<file path="config.mk">
export PLATFORM = sky130hd
export DESIGN_NAME = err_fault_latch_flat
export DESIGN_NICKNAME = d
export VERILOG_FILES = /design/src/rtl/err_fault_latch_if.sv /design/src/rtl/err_fault_latch.sv /design/src/flat_wrapper.sv
export SDC_FILE = /design/constraint.sdc
export NUM_CORES = 1
export LEC_CHECK = 0
export CAP_MARGIN = 0
export CORE_MARGIN = 2
export CORE_UTILIZATION = 45
export CTS_CLUSTER_DIAMETER = 100
export DETAILED_ROUTE_END_ITERATION = 6
export GPL_TIMING_DRIVEN = 0
export PLACE_DENSITY = 0.7
export SLEW_MARGIN = 10
export SYNTH_ARGS = -nofsm -noshare
export SYNTH_HDL_FRONTEND = slang
export SYNTH_SLANG_ARGS = --single-unit
</file>
<file path="constraint.sdc">
create_clock -name clk -period 2.4 [get_ports clk]
set_clock_uncertainty 0.05 [all_clocks]
set_input_delay 0.6 -clock clk [delete_from_list [all_inputs] [get_ports clk]]
set_output_delay 0.6 -clock clk [all_outputs]
set_load 0.01 [all_outputs]
</file>
<file path="src/rtl/err_fault_latch_if.sv">
// Bundles the error inputs, clear/count-clear requests and latched status
// outputs of err_fault_latch. The master side drives the inputs.
interface err_fault_latch_if #(
    parameter int NCH   = 4,
    parameter int IDX_W = 2,
    parameter int CNT_W = 8
);
    logic                   time_1us;
    logic [NCH-1:0]         err_in;
    logic [NCH-1:0]         enable_mask;
    logic                   clr_req;
    logic                   cnt_clr;
    logic                   trip;
    logic [NCH-1:0]         fault_flags;
    logic [IDX_W-1:0]       first_fault;
    logic                   first_valid;
    logic                   clr_ack;
    logic                   clr_rej;
    logic [NCH*CNT_W-1:0]   evt_cnt;

    modport master (
        output time_1us, err_in, enable_mask, clr_req, cnt_clr,
        input  trip, fault_flags, first_fault, first_valid, clr_ack, clr_rej, evt_cnt
    );

    modport slave (
        input  time_1us, err_in, enable_mask, clr_req, cnt_clr,
        output trip, fault_flags, first_fault, first_valid, clr_ack, clr_rej, evt_cnt
    );
endinterface

</file>
<file path="src/rtl/err_fault_latch.sv">
// Latches debounced error lines into a maskable trip with first-fault capture,
// a minimum hold time in microsecond ticks, a clear handshake and event counters.
module err_fault_latch #(
    parameter int NCH     = 4,
    parameter int IDX_W   = 2,
    parameter int CNT_W   = 8,
    parameter int HOLD_US = 100
) (
    input  logic              clk,
    input  logic              reset_unit,
    err_fault_latch_if.slave  bus
);

    typedef enum logic [1:0] {
        ARMED    = 2'd0,
        TRIPPED  = 2'd1,
        WAIT_CLR = 2'd2
    } state_t;

    localparam logic [15:0] HOLD_INIT = 16'(HOLD_US);

    state_t             state;
    state_t             state_n;
    logic [NCH-1:0]     err_q;
    logic [NCH-1:0]     rise;
    logic [NCH-1:0]     active;
    logic [1:0]         ts;
    logic               tick;
    logic [15:0]        hold;
    logic [15:0]        hold_n;
    logic [IDX_W-1:0]   low_idx;

    logic               trip_r;
    logic               trip_n;
    logic [NCH-1:0]     flags_r;
    logic [NCH-1:0]     flags_n;
    logic [IDX_W-1:0]   first_r;
    logic [IDX_W-1:0]   first_n;
    logic               fv_r;
    logic               fv_n;
    logic               ack_r;
    logic               ack_n;
    logic               rej_r;
    logic               rej_n;

    assign rise   = bus.err_in & ~err_q & bus.enable_mask;
    assign active = bus.err_in & bus.enable_mask;
    // ts[1] is the older sample, so 2'b10 marks a falling edge of time_1us.
    assign tick   = (ts == 2'b10);

    always_ff @(posedge clk) begin
        if (reset_unit) begin
            err_q <= '0;
            ts    <= 2'b00;
        end else begin
            err_q <= bus.err_in;
            ts    <= {ts[0], bus.time_1us};
        end
    end

    always_comb begin
        low_idx = '0;
        for (int i = NCH - 1; i >= 0; i--) begin
            if (rise[i]) begin
                low_idx = IDX_W'(i);
            end
        end
    end

    always_ff @(posedge clk) begin
        if (reset_unit) begin
            state <= ARMED;
        end else begin
            state <= state_n;
        end
    end

    always_comb begin
        state_n = state;
        hold_n  = hold;
        trip_n  = trip_r;
        flags_n = flags_r | rise;
        first_n = first_r;
        fv_n    = fv_r;
        ack_n   = 1'b0;
        rej_n   = 1'b0;
        case (state)
            ARMED: begin
                if (|rise) begin
                    state_n = TRIPPED;
                    trip_n  = 1'b1;
                    first_n = low_idx;
                    fv_n    = 1'b1;
                    hold_n  = HOLD_INIT;
                end
            end
            TRIPPED: begin
                if (hold == 16'd0) begin
                    state_n = WAIT_CLR;
                end else if (tick) begin
                    hold_n = hold - 16'd1;
                end
            end
            WAIT_CLR: begin
                // A still-asserted enabled line (including a fresh rise) blocks the clear.
                if (bus.clr_req) begin
                    if (|active) begin
                        rej_n = 1'b1;
                    end else begin
                        state_n = ARMED;
                        trip_n  = 1'b0;
                        flags_n = '0;
                        first_n = '0;
                        fv_n    = 1'b0;
                        ack_n   = 1'b1;
                    end
                end
            end
            default: begin
                state_n = ARMED;
            end
        endcase
    end

    always_ff @(posedge clk) begin
        if (reset_unit) begin
            hold    <= '0;
            trip_r  <= 1'b0;
            flags_r <= '0;
            first_r <= '0;
            fv_r    <= 1'b0;
            ack_r   <= 1'b0;
            rej_r   <= 1'b0;
        end else begin
            hold    <= hold_n;
            trip_r  <= trip_n;
            flags_r <= flags_n;
            first_r <= first_n;
            fv_r    <= fv_n;
            ack_r   <= ack_n;
            rej_r   <= rej_n;
        end
    end

    assign bus.trip        = trip_r;
    assign bus.fault_flags = flags_r;
    assign bus.first_fault = first_r;
    assign bus.first_valid = fv_r;
    assign bus.clr_ack     = ack_r;
    assign bus.clr_rej     = rej_r;

    // Counters run in every state and saturate; cnt_clr wins over a same-cycle rise.
    for (genvar g = 0; g < NCH; g++) begin : g_cnt
        logic [CNT_W-1:0] count;

        always_ff @(posedge clk) begin
            if (reset_unit || bus.cnt_clr) begin
                count <= '0;
            end else if (rise[g] && (count != {CNT_W{1'b1}})) begin
                count <= count + 1'b1;
            end
        end

        assign bus.evt_cnt[g*CNT_W +: CNT_W] = count;
    end

endmodule

</file>
<file path="src/flat_wrapper.sv">
// flat-port wrapper written by rule: the top's interface ports become plain ports
module err_fault_latch_flat 
#(
    parameter int NCH     = 4,
    parameter int IDX_W   = 2,
    parameter int CNT_W   = 8,
    parameter int HOLD_US = 100
)
  (clk, reset_unit, bus_time_1us, bus_err_in, bus_enable_mask, bus_clr_req, bus_cnt_clr, bus_trip, bus_fault_flags, bus_first_fault, bus_first_valid, bus_clr_ack, bus_clr_rej, bus_evt_cnt);
  err_fault_latch_if #(.NCH(NCH), .IDX_W(IDX_W), .CNT_W(CNT_W)) bus_i ();
  input  logic clk;
  input  logic reset_unit;
  input wire logic [$bits(bus_i.time_1us)-1:0] bus_time_1us;
  input wire logic [$bits(bus_i.err_in)-1:0] bus_err_in;
  input wire logic [$bits(bus_i.enable_mask)-1:0] bus_enable_mask;
  input wire logic [$bits(bus_i.clr_req)-1:0] bus_clr_req;
  input wire logic [$bits(bus_i.cnt_clr)-1:0] bus_cnt_clr;
  output wire logic [$bits(bus_i.trip)-1:0] bus_trip;
  output wire logic [$bits(bus_i.fault_flags)-1:0] bus_fault_flags;
  output wire logic [$bits(bus_i.first_fault)-1:0] bus_first_fault;
  output wire logic [$bits(bus_i.first_valid)-1:0] bus_first_valid;
  output wire logic [$bits(bus_i.clr_ack)-1:0] bus_clr_ack;
  output wire logic [$bits(bus_i.clr_rej)-1:0] bus_clr_rej;
  output wire logic [$bits(bus_i.evt_cnt)-1:0] bus_evt_cnt;
  assign bus_i.time_1us = bus_time_1us;
  assign bus_i.err_in = bus_err_in;
  assign bus_i.enable_mask = bus_enable_mask;
  assign bus_i.clr_req = bus_clr_req;
  assign bus_i.cnt_clr = bus_cnt_clr;
  assign bus_trip = bus_i.trip;
  assign bus_fault_flags = bus_i.fault_flags;
  assign bus_first_fault = bus_i.first_fault;
  assign bus_first_valid = bus_i.first_valid;
  assign bus_clr_ack = bus_i.clr_ack;
  assign bus_clr_rej = bus_i.clr_rej;
  assign bus_evt_cnt = bus_i.evt_cnt;
  err_fault_latch #(.NCH(NCH), .IDX_W(IDX_W), .CNT_W(CNT_W), .HOLD_US(HOLD_US)) u_core (.clk(clk), .reset_unit(reset_unit), .bus(bus_i));
endmodule
</file>
Word-level counts from Yosys, hierarchy flattened

Index checks and enable logic that the tools add are counted.

Bits in registers: 65
Input port bits: 13
Output and inout bits: 42
Logic and storage cells: 77

Add/sub/neg operators: 5
Equal/unequal tests: 13
Mux-type cells: 24
Bitwise gates (word level): 7
Reduce and logical (&&, ||, !) cells: 15

Operators by type and width:

| operator                | number |
|---|---|
| $mux W16                | 3 |
| $add A8 B1 Y8 const B   | 4 |
| $ne A8 B8 Y1 const B    | 4 |
| $pmux W16 S2            | 1 |
| $mux W2                 | 9 |
| $logic_not A16 Y1       | 1 |
| $sub A16 B1 Y16 const B | 1 |
| $and A4 B4 Y4           | 3 |
| $mux W4                 | 3 |
| $reduce_and A4 Y1       | 3 |
| $reduce_or A4 Y1        | 2 |
| $ne A2 B1 Y1 const B    | 3 |
| $ne A2 B2 Y1 const B    | 3 |
| $pmux W2 S3             | 1 |
| $mux W1                 | 5 |
| $eq A2 B2 Y1 const B    | 2 |
| $logic_and A1 B1 Y1     | 4 |
| $not A4 Y4              | 1 |
| $or A4 B4 Y4            | 1 |
| $pmux W2 S2             | 1 |
| $reduce_bool A2 Y1      | 2 |
| $reduce_or A3 Y1        | 1 |
| $eq A2 B1 Y1 const B    | 1 |
| $logic_not A2 Y1        | 1 |
| 3 further kinds         | 4 |

Longest topological paths before layout

Word-level depth: 9
Mapped depth: 8
Depth with buffers taken out: 6

Least setup slack after synthesis

No wires, ideal clock.

Path kind: in2reg
From: input bus_enable_mask[3]
To: register u_core.hold[11]
Setup time: 0.070 ns
Arrival: 1.837 ns
Data required time: 2.280 ns
Path slack: 0.443 ns
Cell stages on the path: 6
Buffers on the path: 2
Path through: and3b_1 buf_6 o41a_1 or2_0 buf_6 a21oi_1

Longest elaborated chain between the ends: 4

Ends and longest elaborated chain:

| item                               | line                   | source |
|---|---|---|
| start, declared                    | flat_wrapper.sv:15     | `input wire logic [$bits(bus_i.enable_mask)-1:0] bus_enable_mask;` |
| $and A4 B4 Y4                      | err_fault_latch.sv:46  | `assign rise = bus.err_in & ~err_q & bus.enable_mask;` |
| $reduce_or A4 Y1                   | err_fault_latch.sv:89  | `if (\|rise) begin` |
| $ne A2 B1 Y1 (no source line)      | n/a                    |  |
| $reduce_and A4 Y1 (no source line) | n/a                    |  |
| end signal, assigned               | err_fault_latch.sv:135 | `hold <= hold_n;` |
| end, declared                      | err_fault_latch.sv:29  | `logic [15:0] hold;` |

Every way passes these cells.
A chain may end at the register's enable or synchronous reset.

Final worst setup path

From: input bus_enable_mask[1]
To: register u_core.hold[8]

Same word-level chain as after synthesis.

==> flow_summary.ini <==
[drt]
wirelength_um = 7680
wl_met1_um = 3590
routed-wl-met2_um = 3720
topRoutingLayerUsed = met4
drc_errors = 0
viasPerCell = 5.87
drt_iter0_drc = 105
wl_per_cell_um = 15.6
dr.pass1.iters = 4
postRouteAntennaNets = 0
via_count = 2892
dr_wl_met3_um = 240

[worst_setup_path]
crit_type = primary input to flip-flop
path_cells = clkdlybuf4s50_1, and3b_1, clkbuf_1, o41a_1, or2_0, buf_6, a21oi_1
slowest_delay_ns = 0.49
worstSetupStartpointType = primary input
slowest_stage = o41a_1
r2r_start = u_core.hold[0]
crit_required_ns = 2.61
worstPathMaxFanout = 10
r2r_slack_ns = 0.33
crit_arrival_ns = 2.52
reg2reg_depth = 7
reg2reg_to = u_core.hold[15]
worst_setup_path_end_kind = flip-flop

[clock_tree]
insertion_delay_ns = 0.34
postCtsSetupRepairBufs = 0
cts_tree = yes
cts_root_buffer = clkbuf_8
cts_buffers = 9
cts_buffer_depth = 2
post_cts_resize_count = 0
htree_levels = 3
cts.sinks = 65
cts.reportedPaths.clkPinSlew_ns = 0.08
hold_buffers = 0

[placed_design]
io_buffers = 54
place_inst = 477
dp_hpwl_um = 5530
gp_routability_congestion = 0.835

[final_layout]
ff_latch_area_um2 = 1300
finalNonFillerCells = 493
area_growth_pct = 29.5
insertedDiodeCount = 0
final_util_pct = 60.1
multi_input_comb_area_um2 = 1720
fillers = 592
drive_gt1_share_pct = 7.51
layout.nets = 426

[worst_hold_path]
hp-class = flip-flop to flip-flop
hold_depth = 1
min_to = u_core.ts[1]
hold_start = u_core.ts[0]

[yosys]
async_reset_ff_share_pct = 0
synth_area_um2 = 3130
yosysSeqAreaShare_pct = 41.5
yosysWarnings = 0
ys_types = 56
synth_area_per_cell_um2 = 9.14
ys_ff_latch = 65
synth_edf_count = 0
syn_nets = 361
synth_ff_type = dfxtp_1
postSynthCellCount = 343

[global_routing]
antenna_found_initial = 0
first_global_vias = 2788
grt_pass1_wl_um = 12700
grt-ovfl-total = 0
grt_max_degree = 12
grt_usage_pct = 21.1

[timing]
final_hold_viol_count = 0
finalCritPeriodShare_pct = 95.9
slew_headroom_pct = 56.1
tns_ns = 0
finalSetupViolations = 0
period_needed_ns = 2.30
rsz0062_at_grt = false
fmax_mhz = 435
worst_pin_slew_ns = 0.655
slew_viol_final = 0

[floorplanning]
fp.dieArea_um2 = 7650
io_pins = 55
core_um2 = 6760
die_h_um = 87.5
start_util_pct = 46.4
die_w_um = 87.5
placementRows = 30

[power_and_ir_drop]
finalPower_w = 0.00279
power.leakage_nw = 1.46
power_density_nw_per_um2 = 688
ir_worst_vdd_mv = 0.330

[flow_run]
maxCapViolCount = 0

[run_status]
outcome = finished, final reports clean
-- synthesized netlist by cell type, drive strengths merged (6+ instances only) --
cell | count | share of area, %
o41ai | 7 | 2.0
dfxtp | 65 | 42
nand2 | 18 | 2.2
nor2b | 9 | 1.8
o21ai | 8 | 1.3
nand3 | 13 | 2.4
xor2 | 8 | 2.2
inv | 9 | 1.1
nor3 | 8 | 1.4
nand4 | 8 | 1.6
clkbuf | 7 | 0.84
or4 | 10 | 2.4
o31ai | 8 | 1.9
o211ai | 6 | 1.4
o21a | 6 | 1.4
a21oi | 21 | 3.4
nor2 | 34 | 4.1
and3 | 7 | 1.4
xnor2 | 7 | 2.0
buf | 7 | 2.0
-- logic make-up (layout without fill, tap and decap cells) --
family | count (synthesis) | after routing | synth area share (%)
xor+xnor | 15 | 15 | 4.19
compound gates | 83 | 83 | 18.7
fa+ha+maj | 5 | 5 | 2.00
buf+inv | 23 | 93 | 3.95
simple gates | 145 | 145 | 27.3
flops | 65 | 65 | 41.5
mux | 7 | 7 | 2.32
-- final cells by class --
cell class / instances / share of cell area [%]
repair buffers: 54 / 13.3
clock buffers: 11 / 3.73
flip-flops and latches: 65 / 32.1
plain buffers: 14 / 2.22
well taps: 80 / 2.47
clock inverters: 5 / 3.08
inverters: 9 / 0.832
multi-input cells: 255 / 42.3
-- how the worst max path moves through the flow --
stage,from,end,slack [ns]
after floorplan,bus_enable_mask[3],u_core.hold[11],0.44
after global placement,bus_err_in[1],u_core.hold[2],-0.28
after detailed placement,bus_enable_mask[1],u_core.hold[2],-0.35
after CTS,bus_enable_mask[1],u_core.hold[2],0.01
after global routing,bus_enable_mask[3],u_core.hold[12],0.02
final,bus_enable_mask[1],u_core.hold[8],0.1
-- critical path: cells and delay by family --
| family | cells | cell delay [ns] |
|---|---|---|
| AO/OA/AOI/OAI | 2 | 0.60 |
| buffers and inverters | 3 | 0.83 |
| AND/OR/NAND/NOR | 2 | 0.48 |
-- where the power goes --
part           switching, W  internal (W)
registers         0.0000321       0.00111
logic              0.000205      0.000166
clock network      0.000427      0.000851
-- flip-flops by register name, indices dropped and copies added (netlist names) --
name                    cells
u_core.bus.clr_ack          1
u_core.bus.clr_rej          1
u_core.bus.fault_flags      4
u_core.bus.first_fault      2
u_core.bus.trip             1
u_core.err_q                4
u_core.g_cnt.count         32
u_core.hold                16
u_core.state                2
u_core.ts                   2
-- per-stage QoR --
stage	hold slack, ns	setup WS, ns	instance area (um^2)
2_1_floorplan	0.394	0.443	3130
3_3_place_gp	0.401	-0.277	3770
3_5_place_dp	0.414	-0.351	3770
4_1_cts	0.429	0.0108	4050
5_1_grt	0.440	0.0175	4060
6_report	0.425	0.0989	4060
-- placed cells by master (no fill, tap or decap), types with 4 or more instances in the layout --
master           instances
nand3_1                 11
o31ai_1                  8
dfxtp_1                 65
nor3_1                   7
and3_1                   7
nor2b_1                  9
o21a_1                   6
mux2i_1                  5
nand4_1                  8
o21ai_0                  8
clkdlybuf4s50_1         54
nand2_1                 18
nor2_1                  34
nand3b_1                 5
inv_1                    9
a31oi_1                  5
xor2_1                   8
or3_1                    5
and4_1                   5
or4_1                   10
ha_1                     5
clkbuf_1                 7
bufinv_16                4
a21oi_1                 21
xnor2_1                  7
clkbuf_8                11
o41ai_1                  6
buf_4                    4
and3b_1                  4
o211ai_1                 6
-- metal layers --
layer	GRT usage, %	vias to the layer above
met5	0	-
met4	9.23	0
met3	4.55	10
met2	35.1	64
met1	26.2	1387
li1	-	1431
Power figures use the tool's default switching activity.
